<file path="config.mk">
export PLATFORM = sky130hd
export DESIGN_NAME = ast_thresh_ctrl_flat
export DESIGN_NICKNAME = d
export VERILOG_FILES = /design/src/rtl/ast_ctrl_pkg.sv /design/src/rtl/ast_thresh_ctrl_if.sv /design/src/rtl/ast_thresh_step.sv /design/src/rtl/ast_thresh_ctrl.sv /design/src/flat_wrapper.sv
export SDC_FILE = /design/constraint.sdc
export NUM_CORES = 1
export LEC_CHECK = 0
export BUFFER_PORTS_ARGS = -buffer_cell sky130_fd_sc_hd__buf_2
export CAP_MARGIN = 20
export CORE_AREA = 4 4 137 139
export DETAILED_ROUTE_END_ITERATION = 8
export DIE_AREA = 0 0 141 143
export HOLD_SLACK_MARGIN = 0.06
export SLEW_MARGIN = 20
export SYNTH_ARGS = -nofsm -noshare
export SYNTH_HDL_FRONTEND = slang
export SYNTH_SLANG_ARGS = --single-unit
</file>
<file path="constraint.sdc">
create_clock -name c -period 6.5 [get_ports c]
set_input_delay 0.65 -clock c [delete_from_list [all_inputs] [get_ports c]]
set_output_delay 0.65 -clock c [all_outputs]
set_load 0.01 [all_outputs]
</file>
<file path="src/rtl/ast_ctrl_pkg.sv">
// Shared state encoding, widths and the saturating-increment helpers for the
// AST threshold controller.
package ast_ctrl_pkg;

   localparam int T_W   = 8;
   localparam int CNT_W = 16;

   typedef enum logic [2:0] {
      S_IDLE,
      S_ACTIVE,
      S_DRAIN,
      S_UPDATE,
      S_SKIP
   } ctrl_state_e;

   function automatic logic [CNT_W-1:0] sat_inc16(input logic [CNT_W-1:0] v);
      return (&v) ? v : v + 16'd1;
   endfunction

   function automatic logic [7:0] sat_inc8(input logic [7:0] v);
      return (&v) ? v : v + 8'd1;
   endfunction

endpackage

</file>
<file path="src/rtl/ast_thresh_ctrl_if.sv">
// Register-file and detector-side signals of the threshold controller.
// slave: the controller itself; master: whatever drives the frame/config side.
interface ast_thresh_ctrl_if;
   import ast_ctrl_pkg::*;

   logic             run;
   logic             auto_en;
   logic [T_W-1:0]   t_manual;
   logic [CNT_W-1:0] target;
   logic [CNT_W-1:0] hyst;
   logic             fv;
   logic             qv;
   logic [T_W-1:0]   t;
   logic             en;
   logic [CNT_W-1:0] last_count;
   logic             upd;
   logic [CNT_W-1:0] frame_cnt;
   logic [7:0]       overrun_cnt;

   modport master (
      output run, auto_en, t_manual, target, hyst, fv, qv,
      input  t, en, last_count, upd, frame_cnt, overrun_cnt
   );

   modport slave (
      input  run, auto_en, t_manual, target, hyst, fv, qv,
      output t, en, last_count, upd, frame_cnt, overrun_cnt
   );

endinterface

</file>
<file path="src/rtl/ast_thresh_step.sv">
// Combinational auto-threshold step: moves t toward the target corner count,
// coarse when far off, fine when near, clamped to [T_MIN, T_MAX] without wrap.
module ast_thresh_step
   import ast_ctrl_pkg::*;
#(
   parameter logic [T_W-1:0] T_MIN       = 8'd4,
   parameter logic [T_W-1:0] T_MAX       = 8'd120,
   parameter logic [T_W-1:0] STEP_FINE   = 8'd1,
   parameter logic [T_W-1:0] STEP_COARSE = 8'd4
) (
   input  logic [T_W-1:0]   t_i,
   input  logic [CNT_W-1:0] n_i,
   input  logic [CNT_W-1:0] target_i,
   input  logic [CNT_W-1:0] hyst_i,
   output logic [T_W-1:0]   t_o
);

   logic [CNT_W:0] n17;
   logic [CNT_W:0] hi;
   logic [CNT_W:0] lo;
   logic [CNT_W:0] two_t;
   logic [CNT_W:0] half_t;
   logic [T_W:0]   step9;
   logic [T_W:0]   up9;
   logic [T_W:0]   dn9;

   always_comb begin
      n17    = {1'b0, n_i};
      hi     = {1'b0, target_i} + {1'b0, hyst_i};
      lo     = (target_i > hyst_i) ? {1'b0, target_i - hyst_i} : '0;
      two_t  = {target_i, 1'b0};
      half_t = {2'b00, target_i[CNT_W-1:1]};
      step9  = ((n17 >= two_t) || (n17 < half_t)) ? {1'b0, STEP_COARSE}
                                                   : {1'b0, STEP_FINE};
      up9    = {1'b0, t_i} + step9;
      // Floor at zero so the T_MIN clamp below sees the true (non-wrapped) value
      dn9    = ({1'b0, t_i} > step9) ? ({1'b0, t_i} - step9) : '0;

      t_o = t_i;
      if (n17 > hi) begin
         t_o = (up9 > {1'b0, T_MAX}) ? T_MAX : up9[T_W-1:0];
      end else if (n17 < lo) begin
         t_o = (dn9 < {1'b0, T_MIN}) ? T_MIN : dn9[T_W-1:0];
      end
   end

endmodule

</file>
<file path="src/rtl/ast_thresh_ctrl.sv">
// Frame-level AST controller: arms en on whole frames, counts qv through a drain
// window, refreshes t between frames. ASTC_FRAME_STATS_EN enables frame/overrun counters.
module ast_thresh_ctrl
   import ast_ctrl_pkg::*;
#(
   parameter logic [T_W-1:0] T_INIT      = 8'd20,
   parameter logic [T_W-1:0] T_MIN       = 8'd4,
   parameter logic [T_W-1:0] T_MAX       = 8'd120,
   parameter logic [T_W-1:0] STEP_FINE   = 8'd1,
   parameter logic [T_W-1:0] STEP_COARSE = 8'd4,
   parameter int             DRAIN       = 32
) (
   input  logic             c,
   input  logic             rst,
   ast_thresh_ctrl_if.slave bus
);

   localparam int            DW         = (DRAIN > 1) ? $clog2(DRAIN) : 1;
   localparam logic [DW-1:0] DRAIN_LOAD = DW'(DRAIN - 1);

   ctrl_state_e      state_q, state_d;
   logic             en_q, en_d;
   logic [T_W-1:0]   t_q, t_d;
   logic [CNT_W-1:0] count_q, count_d;
   logic [DW-1:0]    drain_q, drain_d;
   logic             ovr_q, ovr_d;
   logic [CNT_W-1:0] last_count_q, last_count_d;
   logic             upd_q, upd_d;
   logic             fv_d1_q;
   logic             fs, fe;
   logic [T_W-1:0]   t_step;

   assign fs = bus.fv & ~fv_d1_q;
   assign fe = ~bus.fv & fv_d1_q;

   ast_thresh_step #(
      .T_MIN      (T_MIN),
      .T_MAX      (T_MAX),
      .STEP_FINE  (STEP_FINE),
      .STEP_COARSE(STEP_COARSE)
   ) u_step (
      .t_i     (t_q),
      .n_i     (count_q),
      .target_i(bus.target),
      .hyst_i  (bus.hyst),
      .t_o     (t_step)
   );

   always_comb begin
      state_d      = state_q;
      en_d         = en_q;
      t_d          = t_q;
      count_d      = count_q;
      drain_d      = drain_q;
      ovr_d        = ovr_q;
      last_count_d = last_count_q;
      upd_d        = 1'b0;

      case (state_q)
         S_IDLE: begin
            if (fs) begin
               if (bus.run) begin
                  state_d = S_ACTIVE;
                  en_d    = 1'b1;
                  count_d = '0;
                  ovr_d   = 1'b0;
                  if (!bus.auto_en) t_d = bus.t_manual;
               end else begin
                  state_d = S_SKIP;
               end
            end
         end
         S_ACTIVE: begin
            if (bus.qv) count_d = sat_inc16(count_q);
            if (fe) begin
               state_d = S_DRAIN;
               drain_d = DRAIN_LOAD;
            end
         end
         S_DRAIN: begin
            if (bus.qv) count_d = sat_inc16(count_q);
            // A new frame arriving mid-drain closes this one early and is skipped
            if (fs) begin
               state_d = S_UPDATE;
               en_d    = 1'b0;
               ovr_d   = 1'b1;
            end else if (drain_q == '0) begin
               state_d = S_UPDATE;
               en_d    = 1'b0;
            end else begin
               drain_d = drain_q - DW'(1);
            end
         end
         S_UPDATE: begin
            last_count_d = count_q;
            upd_d        = 1'b1;
            if (bus.auto_en) t_d = t_step;
            state_d = ovr_q ? S_SKIP : S_IDLE;
            ovr_d   = 1'b0;
         end
         S_SKIP: begin
            if (fe) state_d = S_IDLE;
         end
         default: state_d = S_IDLE;
      endcase
   end

   // fv_d1 keeps tracking fv through reset so a frame already in flight at
   // reset release is not mistaken for a frame start.
   always_ff @(posedge c) begin
      fv_d1_q <= bus.fv;
      if (rst) begin
         state_q      <= S_IDLE;
         en_q         <= 1'b0;
         t_q          <= T_INIT;
         count_q      <= '0;
         drain_q      <= '0;
         ovr_q        <= 1'b0;
         last_count_q <= '0;
         upd_q        <= 1'b0;
      end else begin
         state_q      <= state_d;
         en_q         <= en_d;
         t_q          <= t_d;
         count_q      <= count_d;
         drain_q      <= drain_d;
         ovr_q        <= ovr_d;
         last_count_q <= last_count_d;
         upd_q        <= upd_d;
      end
   end

`ifdef ASTC_FRAME_STATS_EN
   logic [CNT_W-1:0] frame_cnt_q;
   logic [7:0]       overrun_cnt_q;

   always_ff @(posedge c) begin
      if (rst) begin
         frame_cnt_q   <= '0;
         overrun_cnt_q <= '0;
      end else if (state_q == S_UPDATE) begin
         frame_cnt_q <= frame_cnt_q + 16'd1;
         if (ovr_q) overrun_cnt_q <= sat_inc8(overrun_cnt_q);
      end
   end

   assign bus.frame_cnt   = frame_cnt_q;
   assign bus.overrun_cnt = overrun_cnt_q;
`else
   assign bus.frame_cnt   = '0;
   assign bus.overrun_cnt = '0;
`endif

   assign bus.t          = t_q;
   assign bus.en         = en_q;
   assign bus.last_count = last_count_q;
   assign bus.upd        = upd_q;

endmodule

</file>
<file path="src/flat_wrapper.sv">
// flat-port wrapper written by rule: the top's interface ports become plain ports
module ast_thresh_ctrl_flat import ast_ctrl_pkg::*;
#(
   parameter logic [T_W-1:0] T_INIT      = 8'd20,
   parameter logic [T_W-1:0] T_MIN       = 8'd4,
   parameter logic [T_W-1:0] T_MAX       = 8'd120,
   parameter logic [T_W-1:0] STEP_FINE   = 8'd1,
   parameter logic [T_W-1:0] STEP_COARSE = 8'd4,
   parameter int             DRAIN       = 32
)
  (c, rst, bus_run, bus_auto_en, bus_t_manual, bus_target, bus_hyst, bus_fv, bus_qv, bus_t, bus_en, bus_last_count, bus_upd, bus_frame_cnt, bus_overrun_cnt);
  ast_thresh_ctrl_if bus_i ();
  input  logic c;
  input  logic rst;
  input wire logic [$bits(bus_i.run)-1:0] bus_run;
  input wire logic [$bits(bus_i.auto_en)-1:0] bus_auto_en;
  input wire logic [$bits(bus_i.t_manual)-1:0] bus_t_manual;
  input wire logic [$bits(bus_i.target)-1:0] bus_target;
  input wire logic [$bits(bus_i.hyst)-1:0] bus_hyst;
  input wire logic [$bits(bus_i.fv)-1:0] bus_fv;
  input wire logic [$bits(bus_i.qv)-1:0] bus_qv;
  output wire logic [$bits(bus_i.t)-1:0] bus_t;
  output wire logic [$bits(bus_i.en)-1:0] bus_en;
  output wire logic [$bits(bus_i.last_count)-1:0] bus_last_count;
  output wire logic [$bits(bus_i.upd)-1:0] bus_upd;
  output wire logic [$bits(bus_i.frame_cnt)-1:0] bus_frame_cnt;
  output wire logic [$bits(bus_i.overrun_cnt)-1:0] bus_overrun_cnt;
  assign bus_i.run = bus_run;
  assign bus_i.auto_en = bus_auto_en;
  assign bus_i.t_manual = bus_t_manual;
  assign bus_i.target = bus_target;
  assign bus_i.hyst = bus_hyst;
  assign bus_i.fv = bus_fv;
  assign bus_i.qv = bus_qv;
  assign bus_t = bus_i.t;
  assign bus_en = bus_i.en;
  assign bus_last_count = bus_i.last_count;
  assign bus_upd = bus_i.upd;
  assign bus_frame_cnt = bus_i.frame_cnt;
  assign bus_overrun_cnt = bus_i.overrun_cnt;
  ast_thresh_ctrl #(.T_INIT(T_INIT), .T_MIN(T_MIN), .T_MAX(T_MAX), .STEP_FINE(STEP_FINE), .STEP_COARSE(STEP_COARSE), .DRAIN(DRAIN)) u_core (.c(c), .rst(rst), .bus(bus_i));
endmodule
</file>
==> flow_metrics.env, run 1 <==
export IMPL_outcome="completed"
export IMPL_drc_errors=0
export IMPL_clock_skew_final_ns=0.00823
export IMPL_syn2layout_area_growth_pct=8.28
export IMPL_p_int_w=0.000593
export IMPL_p_per_area_mw_per_mm2=139
export IMPL_yosys_area_top_type="ha_1"
export IMPL_p_total_w=0.000913
export IMPL_r2r_cells=16
export IMPL_ys_warn_count=0
export IMPL_dp_slack_ns=1.22
export IMPL_grt_pass1_vias=5194
export IMPL_clk_pin_slew_ns=0.07
export IMPL_holdWs_ns=0.456
export IMPL_initial_core_util_pct=34.4
export IMPL_placed_area_mm2=0.00641
export IMPL_pwr_share_clk_pct=29.8
export IMPL_fin_ws_ns=1.39
export IMPL_r2r_end="u_core.bus.t[1]"
export IMPL_cts_sinks=52
export IMPL_synth_seq_cells=52
export IMPL_async_flop_share_pct=0
export IMPL_final_area_mm2=0.00658
export IMPL_hpwl_um=13100
export IMPL_finalHoldViolations=0
export IMPL_syn_area_mm2=0.00607
export IMPL_ys_top_cells_by_count="101 x ha_1, 80 x nand2_1, 70 x a21oi_1"
export IMPL_port_buffers=71
export IMPL_power_leakage_nw=2.95
export IMPL_first_pass_iters=5
export IMPL_cts_root_buf="clkbuf_16"
export IMPL_start_kind="input pin"
export IMPL_fin_tns_setup_ns=0
export IMPL_min_delay_start="u_core.bus.last_count[2]"
export IMPL_critical_path_class="in2reg"
export IMPL_synth_top_cells_by_area="ha_1 21%, dfxtp_1 17%, a21oi_1 5.8%"
export IMPL_clk_path_buf_depth=2
export IMPL_via_count=5520
export IMPL_crit_path_max_fanout=9
export IMPL_num_rows=49
export IMPL_rrSetupSlack_ns=1.51
export IMPL_synth_seq_area_share_pct=17.1
export IMPL_synth_top_area_share_pct=20.8
export IMPL_pwr_share_comb_pct=33.8
export IMPL_min_path_type="reg2reg"
export IMPL_ys_flop_type="dfxtp_1"
export IMPL_max_cap_viol_count=0
export IMPL_fmax_ghz=0.196
export IMPL_rr_startpoint="u_core.count_q[4]"
export IMPL_syn_inst=779
export IMPL_worstSkewPairLatency_ns=0.29
export IMPL_cts_resized=0
export IMPL_cts_setup_buffers=0
export IMPL_htreeDepth=2
export IMPL_numCtsBuffers=5
export IMPL_grt_max_degree=37
export IMPL_finalMaxSlewViolations=0
export IMPL_gp_congestion=0.901
export IMPL_crit_arrival_ns=5.26
export IMPL_power_net_switching_w=0.000319
export IMPL_core_area_mm2=0.0177
export IMPL_die_w_um=141
export IMPL_worstPathRequired_ns=6.64
export IMPL_pin_count=96
export IMPL_track_usage_pct=15.7
export IMPL_die_area_mm2=0.0202
export IMPL_antenna_found_initial=0
export IMPL_wl_per_cell_um=15.1
export IMPL_rsz0062_at_grt="no"
export IMPL_synth_cell_types=75
export IMPL_via_per_inst=5.23
export IMPL_setup_viol=0
export IMPL_diodes=0
export IMPL_worstHoldPathCells=2
export IMPL_die_h_um=143
export IMPL_drive_above_1_share_pct=12.5
export IMPL_finalCritPeriodShare_pct=78.7
export IMPL_min_to="u_core.bus.last_count[2]"
export IMPL_hold_buffers=0
export IMPL_synth_most_common_cell="ha_1"
export IMPL_worstMarginPinSlew_ns=0.919
export IMPL_tritoncts="yes"
export IMPL_ir_drop_mv=0.0988
export IMPL_wl_um=16000
export IMPL_period_needed_ns=5.11
export IMPL_antenna_left=0
export IMPL_synth_avg_cell_area_um2=7.80
export IMPL_seqPwrFrac_pct=36.4
export IMPL_grt_first_pass_wirelength_um=26600
export IMPL_synth_edf_count=0
export IMPL_relSlewSlack_pct=38.4
export IMPL_initialDrtViolationCount=234
export IMPL_nets=975
export IMPL_setup_worst_path_end_class="flop"
export IMPL_sw_frac_of_total_pct=35.0
export IMPL_grt_ovfl_total=0
-- layout make-up --
cell class                      count  area, um^2
Clock buffer                        5         125
Clock inverter                      3        27.5
Fill cell                        1888       11100
Inverter                           65         244
Multi-Input combinational cell    629        4480
Sequential cell                    52        1040
Tap cell                          229         287
Timing Repair Buffer               73         374
-- layer usage --
| metal | global-route usage, % | routed length [um] |
|---|---|---|
| met1 | 21.2 | 7510 |
| met3 | 2.31 | 790 |
| met4 | 3.16 | 214 |
| met2 | 26.8 | 7450 |
| met5 | 0 | 0 |
-- state kept, by name, indices dropped and copies added, names as in the netlist --
register,flops
u_core.count_q,16
u_core.drain_q,5
u_core.fv_d1_q,1
u_core.bus.t,8
u_core.bus.last_count,16
u_core.bus.upd,1
u_core.ovr_q,1
u_core.bus.en,1
u_core.state_q,3
-- layout by cell type, fill, tap and decap left out, drive strengths merged, types with 3 or more instances in the layout --
master / n
ha: 101
nand2: 82
buf: 73
a21oi: 70
inv: 66
nor2: 58
dfxtp: 52
xnor2: 39
nor3: 26
conb: 24
o21ai: 23
nand3: 16
nor2b: 14
nand4: 13
xor2: 11
a21o: 11
o21a: 9
a211oi: 9
o211ai: 8
and3: 8
o21bai: 7
nor4: 7
a31oi: 6
a311oi: 6
and4: 5
o31ai: 5
clkbuf: 5
a2111oi: 5
or3: 4
o2111ai: 4
nand2b: 4
or2: 4
and2: 4
mux2i: 3
o41ai: 3
nor3b: 3
-- worst max-delay path: stages --
cell and delay [ns]:
buf_2 0.11, ha_1 0.21, fa_1 0.42, nor3b_2 0.18
or4_4 0.53, a2111oi_4 0.46, o41ai_4 0.15, a21oi_1 0.17
o21bai_1 0.08, xnor2_1 0.15, ha_1 0.32, nand2_1 0.08
nor4_1 0.41, o31ai_1 0.14, o2111ai_1 0.16, and2_2 0.32
nand2_4 0.08, o311ai_0 0.47, a311oi_1 0.15
-- worst max path at each step --
stage,from,end,cells after the start
floorplan,bus_hyst[0],u_core.bus.t[0],18
global placement,bus_hyst[0],u_core.bus.t[3],19
detailed placement,bus_hyst[0],u_core.bus.t[3],19
CTS,bus_hyst[0],u_core.bus.t[3],19
global route,u_core.count_q[4],u_core.bus.t[1],16
finish,bus_hyst[0],u_core.bus.t[3],19
-- cells by family after synthesis --
family,share of synthesized area [%]
buf+inv,10.5
other cells,0.0617
mux,0.494
xor+xnor,7.21
fa+ha+maj,21.5
simple gates,20.6
flops,17.1
compound gates,22.4
-- per-stage QoR --
step | utilization (%) | std cells
after CTS | 37.2 | 1055
after global routing | 37.2 | 1056
final | 37.2 | 1056
after global placement | 36.3 | 1047
after floorplan | - | 802
after detailed placement | 36.3 | 1047
-- power by group through the flow --
stage	logic (W)	registers, W	clock network, W
floorplan	0.000252	0.000336	0
detailed placement	0.000306	0.000340	0
global placement	0.000307	0.000340	0
global route	0.000350	0.000334	0.000292
CTS	0.000308	0.000332	0.000281
finish	0.000308	0.000333	0.000272
(Power assumes the default switching activity.)
==> inputs of run 2 (changes only) <==
==> constraint.sdc (replaced) <==
create_clock -name c -period 5.2 [get_ports c]
set_input_delay 0.52 -clock c [delete_from_list [all_inputs] [get_ports c]]
set_output_delay 0.52 -clock c [all_outputs]
set_load 0.01 [all_outputs]
==> flow_metrics.env, run 2 (same netlist as run 1, synthesis figures left out) <==
export IMPL_finalHoldViolations=0
export IMPL_track_usage_pct=15.9
export IMPL_grt_first_pass_wirelength_um=26600
export IMPL_outcome="completed"
export IMPL_final_util_pct=37.9
export IMPL_htreeDepth=2
export IMPL_clk_pin_slew_ns=0.08
export IMPL_port_buffers=71
export IMPL_die_w_um=141
export IMPL_nets=990
export IMPL_final_area_mm2=0.00669
export IMPL_period_needed_ns=4.89
export IMPL_placed_cells=1063
export IMPL_max_stage_delay_ns=0.52
export IMPL_die_area_mm2=0.0202
export IMPL_antenna_left=0
export IMPL_cts_sinks=52
export IMPL_grt_pass1_vias=5192
export IMPL_dp_slack_ns=-0.0399
export IMPL_drc_errors=0
export IMPL_pin_count=96
export IMPL_critical_path_class="in2reg"
export IMPL_finalMaxSlewViolations=0
export IMPL_ir_drop_mv=0.120
export IMPL_core_area_mm2=0.0177
export IMPL_final_cell_mix="101 x ha_1, 80 x nand2_1, 71 x buf_2"
export IMPL_worstHoldPathCells=1
export IMPL_relSlewSlack_pct=47.3
export IMPL_min_to="u_core.fv_d1_q"
export IMPL_numCtsBuffers=5
export IMPL_drive_above_1_share_pct=14.1
export IMPL_grt_ovfl_total=0
export IMPL_finalCritPeriodShare_pct=94.0
export IMPL_max_cap_viol_count=0
export IMPL_setup_worst_path_end_class="flop"
export IMPL_cts_setup_buffers=0
export IMPL_antenna_found_initial=0
export IMPL_fin_tns_setup_ns=0
export IMPL_rr_startpoint="u_core.count_q[2]"
export IMPL_syn2layout_area_growth_pct=10.2
export IMPL_cts_root_buf="clkbuf_16"
export IMPL_slowest_stage="or4_4"
export IMPL_initial_core_util_pct=34.4
export IMPL_wl_per_cell_um=15.2
export IMPL_start_kind="input pin"
export IMPL_via_per_inst=5.15
export IMPL_r2r_end="u_core.bus.t[0]"
export IMPL_setup_viol=0
export IMPL_min_delay_start="bus_fv"
export IMPL_crit_path_max_fanout=9
export IMPL_rsz0062_at_grt="no"
export IMPL_p_per_area_mw_per_mm2=173
export IMPL_crit_arrival_ns=5.04
export IMPL_worstMarginPinSlew_ns=0.784
export IMPL_final_common_cell="ha_1"
export IMPL_r2r_cells=19
export IMPL_initialDrtViolationCount=360
export IMPL_clock_skew_final_ns=0.0137
export IMPL_tritoncts="yes"
export IMPL_worstPathRequired_ns=5.35
export IMPL_wl_um=16200
export IMPL_fmax_ghz=0.205
export IMPL_hpwl_um=13400
export IMPL_via_count=5521
export IMPL_crit_top_cell="ha_1"
export IMPL_die_h_um=143
export IMPL_fin_ws_ns=0.314
export IMPL_placed_area_mm2=0.00653
export IMPL_diodes=0
export IMPL_path_cells="buf_2 > ha_1 > fa_1 > nor3b_2 > or4_4 > a2111oi_4 > o41ai_4 > a21oi_1 > o21bai_1 > xnor2_1 > ha_1 > nand2_1 > nor4_2 > o31ai_1 > o2111ai_1 > nand4_1 > o22ai_4 > or2_1 > a311oi_2"
export IMPL_first_pass_iters=6
export IMPL_min_path_type="in2reg"
export IMPL_rrSetupSlack_ns=0.52
export IMPL_grt_max_degree=37
export IMPL_power_leakage_nw=3.04
export IMPL_num_rows=49
export IMPL_stdcell_count=1071
export IMPL_gp_congestion=0.884
export IMPL_worstSkewPairLatency_ns=0.30
export IMPL_clk_path_buf_depth=2
==> run 2: changes by cell type in the layout (fill, tap and decap cells not counted), sizes merged <==
cell      change
buf          +15
clkinvlp      -1
clkinv        -1
inv           +2
==> run 2: worst max-delay path by stage <==
stage | end | from | slack (ns)
2_1_floorplan | u_core.bus.t[0] | bus_hyst[0] | 0.51
3_3_place_gp | u_core.bus.t[0] | bus_hyst[0] | 0.12
3_5_place_dp | u_core.bus.t[0] | bus_target[0] | -0.04
4_1_cts | u_core.bus.t[0] | bus_target[0] | 0.24
5_1_grt | u_core.bus.t[3] | bus_target[0] | 0.05
6_report | u_core.bus.t[0] | bus_hyst[0] | 0.31
==> run 2: critical path, delay by kind of cell <==
| family | cells | cell delay (ns) |
|---|---|---|
| compound gates | 8 | 1.62 |
| xor+xnor | 1 | 0.16 |
| fa+ha+maj | 3 | 0.94 |
| buf+inv | 1 | 0.11 |
| simple gates | 6 | 1.69 |
==> run 2: per-layer routing <==
layer	track usage (%)	routed length [um]
met1	22.1	7810
met2	27.0	7520
met3	1.64	684
met4	3.01	225
met5	0	0
==> run 2: repair_timing <==
item	CTS	global route
setup endpoints to repair	0	6
hold buffers	0	0
resized for setup	0	1
hold endpoints to repair	0	0
==> run 2: where the power goes <==
group / leakage (nW) / total [W] / switching [W] / internal [W]
Combinational: 2.54 / 0.000392 / 0.000235 / 0.000157
Sequential: 0.420 / 0.000416 / 0.0000111 / 0.000405
Clock: 0.0767 / 0.000351 / 0.000165 / 0.000186
Total: 3.04 / 0.00116 / 0.000411 / 0.000747
==> run 2: per-stage QoR <==
stage          total power (W)  hold WS, ns
2_1_floorplan         0.000735        0.461
3_3_place_gp          0.000810        0.444
3_5_place_dp          0.000811        0.445
4_1_cts                0.00117        0.353
5_1_grt                0.00123        0.364
6_report               0.00116        0.359
==> run 2: cell type report <==
cell class / instances / area, um^2
fillers: 1874 / 11000
multi-input cells: 629 / 4480
flip-flops and latches: 52 / 1040
repair buffers: 88 / 483
well taps: 229 / 287
inverters: 65 / 244
clock buffers: 5 / 125
clock inverters: 3 / 28.8
==> inputs of run 3 (changes only) <==
--- a/config.mk
+++ b/config.mk
@@ -10,6 +10,7 @@
 export CORE_AREA = 4 4 137 139
 export DETAILED_ROUTE_END_ITERATION = 8
 export DIE_AREA = 0 0 141 143
+export GPL_TIMING_DRIVEN = 0
 export HOLD_SLACK_MARGIN = 0.06
 export SLEW_MARGIN = 20
 export SYNTH_ARGS = -nofsm -noshare
==> flow_metrics.env, run 3 (same netlist as run 1, synthesis figures left out) <==
export IMPL_r2r_end="u_core.bus.t[0]"
export IMPL_pwr_share_clk_pct=29.0
export IMPL_finalCritPeriodShare_pct=94.5
export IMPL_tritoncts="yes"
export IMPL_initialDrtViolationCount=215
export IMPL_pwr_share_comb_pct=36.1
export IMPL_finalHoldViolations=0
export IMPL_grt_max_degree=20
export IMPL_die_w_um=141
export IMPL_cts_root_buf="clkbuf_16"
export IMPL_critical_path_class="in2reg"
export IMPL_initial_core_util_pct=34.4
export IMPL_p_int_w=0.000770
export IMPL_multiInputGateArea_mm2=0.00452
export IMPL_setup_worst_path_end_class="flop"
export IMPL_rsz0062_at_grt="no"
export IMPL_cts_sinks=52
export IMPL_htreeDepth=2
export IMPL_cts_setup_buffers=0
export IMPL_via_per_inst=5.07
export IMPL_via_count=5619
export IMPL_max_cap_viol_count=0
export IMPL_fin_ws_ns=0.286
export IMPL_seqPwrFrac_pct=34.8
export IMPL_worstSkewPairLatency_ns=0.29
export IMPL_final_util_pct=39.6
export IMPL_placed_area_mm2=0.00680
export IMPL_holdWs_ns=0.375
export IMPL_start_kind="input pin"
export IMPL_hpwl_um=13500
export IMPL_grt_ovfl_total=0
export IMPL_pin_count=96
export IMPL_relSlewSlack_pct=26.2
export IMPL_wl_per_cell_um=14.6
export IMPL_drive_above_1_share_pct=16.6
export IMPL_antenna_left=0
export IMPL_wl_um=16200
export IMPL_nets=1028
export IMPL_final_common_cell="ha_1"
export IMPL_clock_skew_final_ns=0.00736
export IMPL_min_delay_start="bus_fv"
export IMPL_numCtsBuffers=5
export IMPL_worstHoldPathCells=1
export IMPL_rr_startpoint="u_core.count_q[2]"
export IMPL_sw_frac_of_total_pct=34.9
export IMPL_num_rows=49
export IMPL_antenna_found_initial=0
export IMPL_p_total_w=0.00118
export IMPL_final_cell_mix="101 x ha_1, 80 x nand2_1, 72 x buf_2"
export IMPL_n_fill_cell=1888
export IMPL_min_path_type="in2reg"
export IMPL_outcome="completed"
export IMPL_worstMarginPinSlew_ns=1.10
export IMPL_port_buffers=70
export IMPL_grt_first_pass_wirelength_um=26700
export IMPL_seq_area_mm2=0.00104
export IMPL_power_net_switching_w=0.000413
export IMPL_min_to="u_core.fv_d1_q"
export IMPL_power_leakage_nw=3.20
export IMPL_finalMaxSlewViolations=0
export IMPL_die_area_mm2=0.0202
export IMPL_syn2layout_area_growth_pct=15.2
export IMPL_ir_drop_mv=0.137
export IMPL_r2r_cells=17
export IMPL_final_area_mm2=0.00699
export IMPL_crit_arrival_ns=5.12
export IMPL_p_per_area_mw_per_mm2=169
export IMPL_crit_path_max_fanout=9
export IMPL_clk_path_buf_depth=2
export IMPL_grt_pass1_vias=5350
export IMPL_die_h_um=143
export IMPL_setup_viol=0
export IMPL_diodes=0
export IMPL_drc_errors=0
export IMPL_worstPathRequired_ns=5.41
export IMPL_core_area_mm2=0.0177
export IMPL_track_usage_pct=15.9
export IMPL_first_pass_iters=5
export IMPL_fmax_ghz=0.204
export IMPL_rrSetupSlack_ns=0.45
export IMPL_clk_pin_slew_ns=0.07
export IMPL_dp_slack_ns=-0.268
export IMPL_period_needed_ns=4.91
export IMPL_gp_congestion=0.866
==> run 3: changes by cell type in the layout (fill, tap and decap cells not counted), sizes merged <==
cell	change
clkbuf	+20
buf	+18
==> run 3: power groups by stage <==
stage | clock [W] | combinational (W) | sequential [W]
2_1_floorplan | 0 | 0.000315 | 0.000420
3_3_place_gp | 0 | 0.000416 | 0.000421
3_5_place_dp | 0 | 0.000418 | 0.000421
4_1_cts | 0.000356 | 0.000420 | 0.000411
5_1_grt | 0.000371 | 0.000483 | 0.000413
6_report | 0.000343 | 0.000427 | 0.000412
==> run 3: repair_timing <==
item	4_1_cts	5_1_grt
resized for setup	0	12
hold buffers	0	0
endpoints found under the setup margin	0	8
==> run 3: cell type report <==
class | instances | share of cell area, %
buffer | 56 | 5.71
clock buffer | 5 | 1.79
clock inverter | 3 | 0.411
inverter | 65 | 3.49
multi-input combinational | 629 | 64.6
sequential | 52 | 14.9
tap | 229 | 4.10
timing repair buffer | 70 | 5.01
==> run 3: worst max-delay path by stage <==
stage	slack, ns	end	startpoint	depth (start not counted)
final	0.29	u_core.bus.t[0]	bus_hyst[0]	20
after global routing	0.04	u_core.bus.t[6]	bus_hyst[0]	20
after CTS	0.03	u_core.bus.t[3]	bus_hyst[0]	20
after detailed placement	-0.27	u_core.bus.t[3]	bus_hyst[0]	20
after global placement	-0.32	u_core.bus.t[3]	bus_hyst[0]	20
after floorplan	0.51	u_core.bus.t[0]	bus_hyst[0]	18
==> run 3: layer usage <==
| layer | track usage [%] | up-vias | wire length (um) |
|---|---|---|---|
| li1 | - | 2929 | - |
| met3 | 1.74 | 12 | 606 |
| met5 | 0 | - | 0 |
| met4 | 3.31 | 0 | 214 |
| met1 | 21.8 | 2563 | 7940 |
| met2 | 27.0 | 115 | 7480 |
==> run 3: through the flow <==
step | instances | TNS, ns
2_1_floorplan | 802 | 0
3_3_place_gp | 1101 | -1.95
3_5_place_dp | 1101 | -1.46
4_1_cts | 1109 | 0
5_1_grt | 1109 | 0
6_report | 1109 | 0
==> run 3: worst max-delay path: stages <==
cell and delay (ns):
buf_2 0.12, ha_1 0.21, fa_1 0.42, nor3b_2 0.18, or4_4 0.52, a2111oi_4 0.40
o41ai_4 0.17, a21oi_1 0.18, o21bai_1 0.09, xnor2_1 0.15, ha_1 0.30, nand2_1 0.11
nor4_4 0.34, o31ai_1 0.16, o2111ai_1 0.20, and2_2 0.21, buf_4 0.16, nand2_4 0.07
a2111o_1 0.38, a311oi_2 0.22
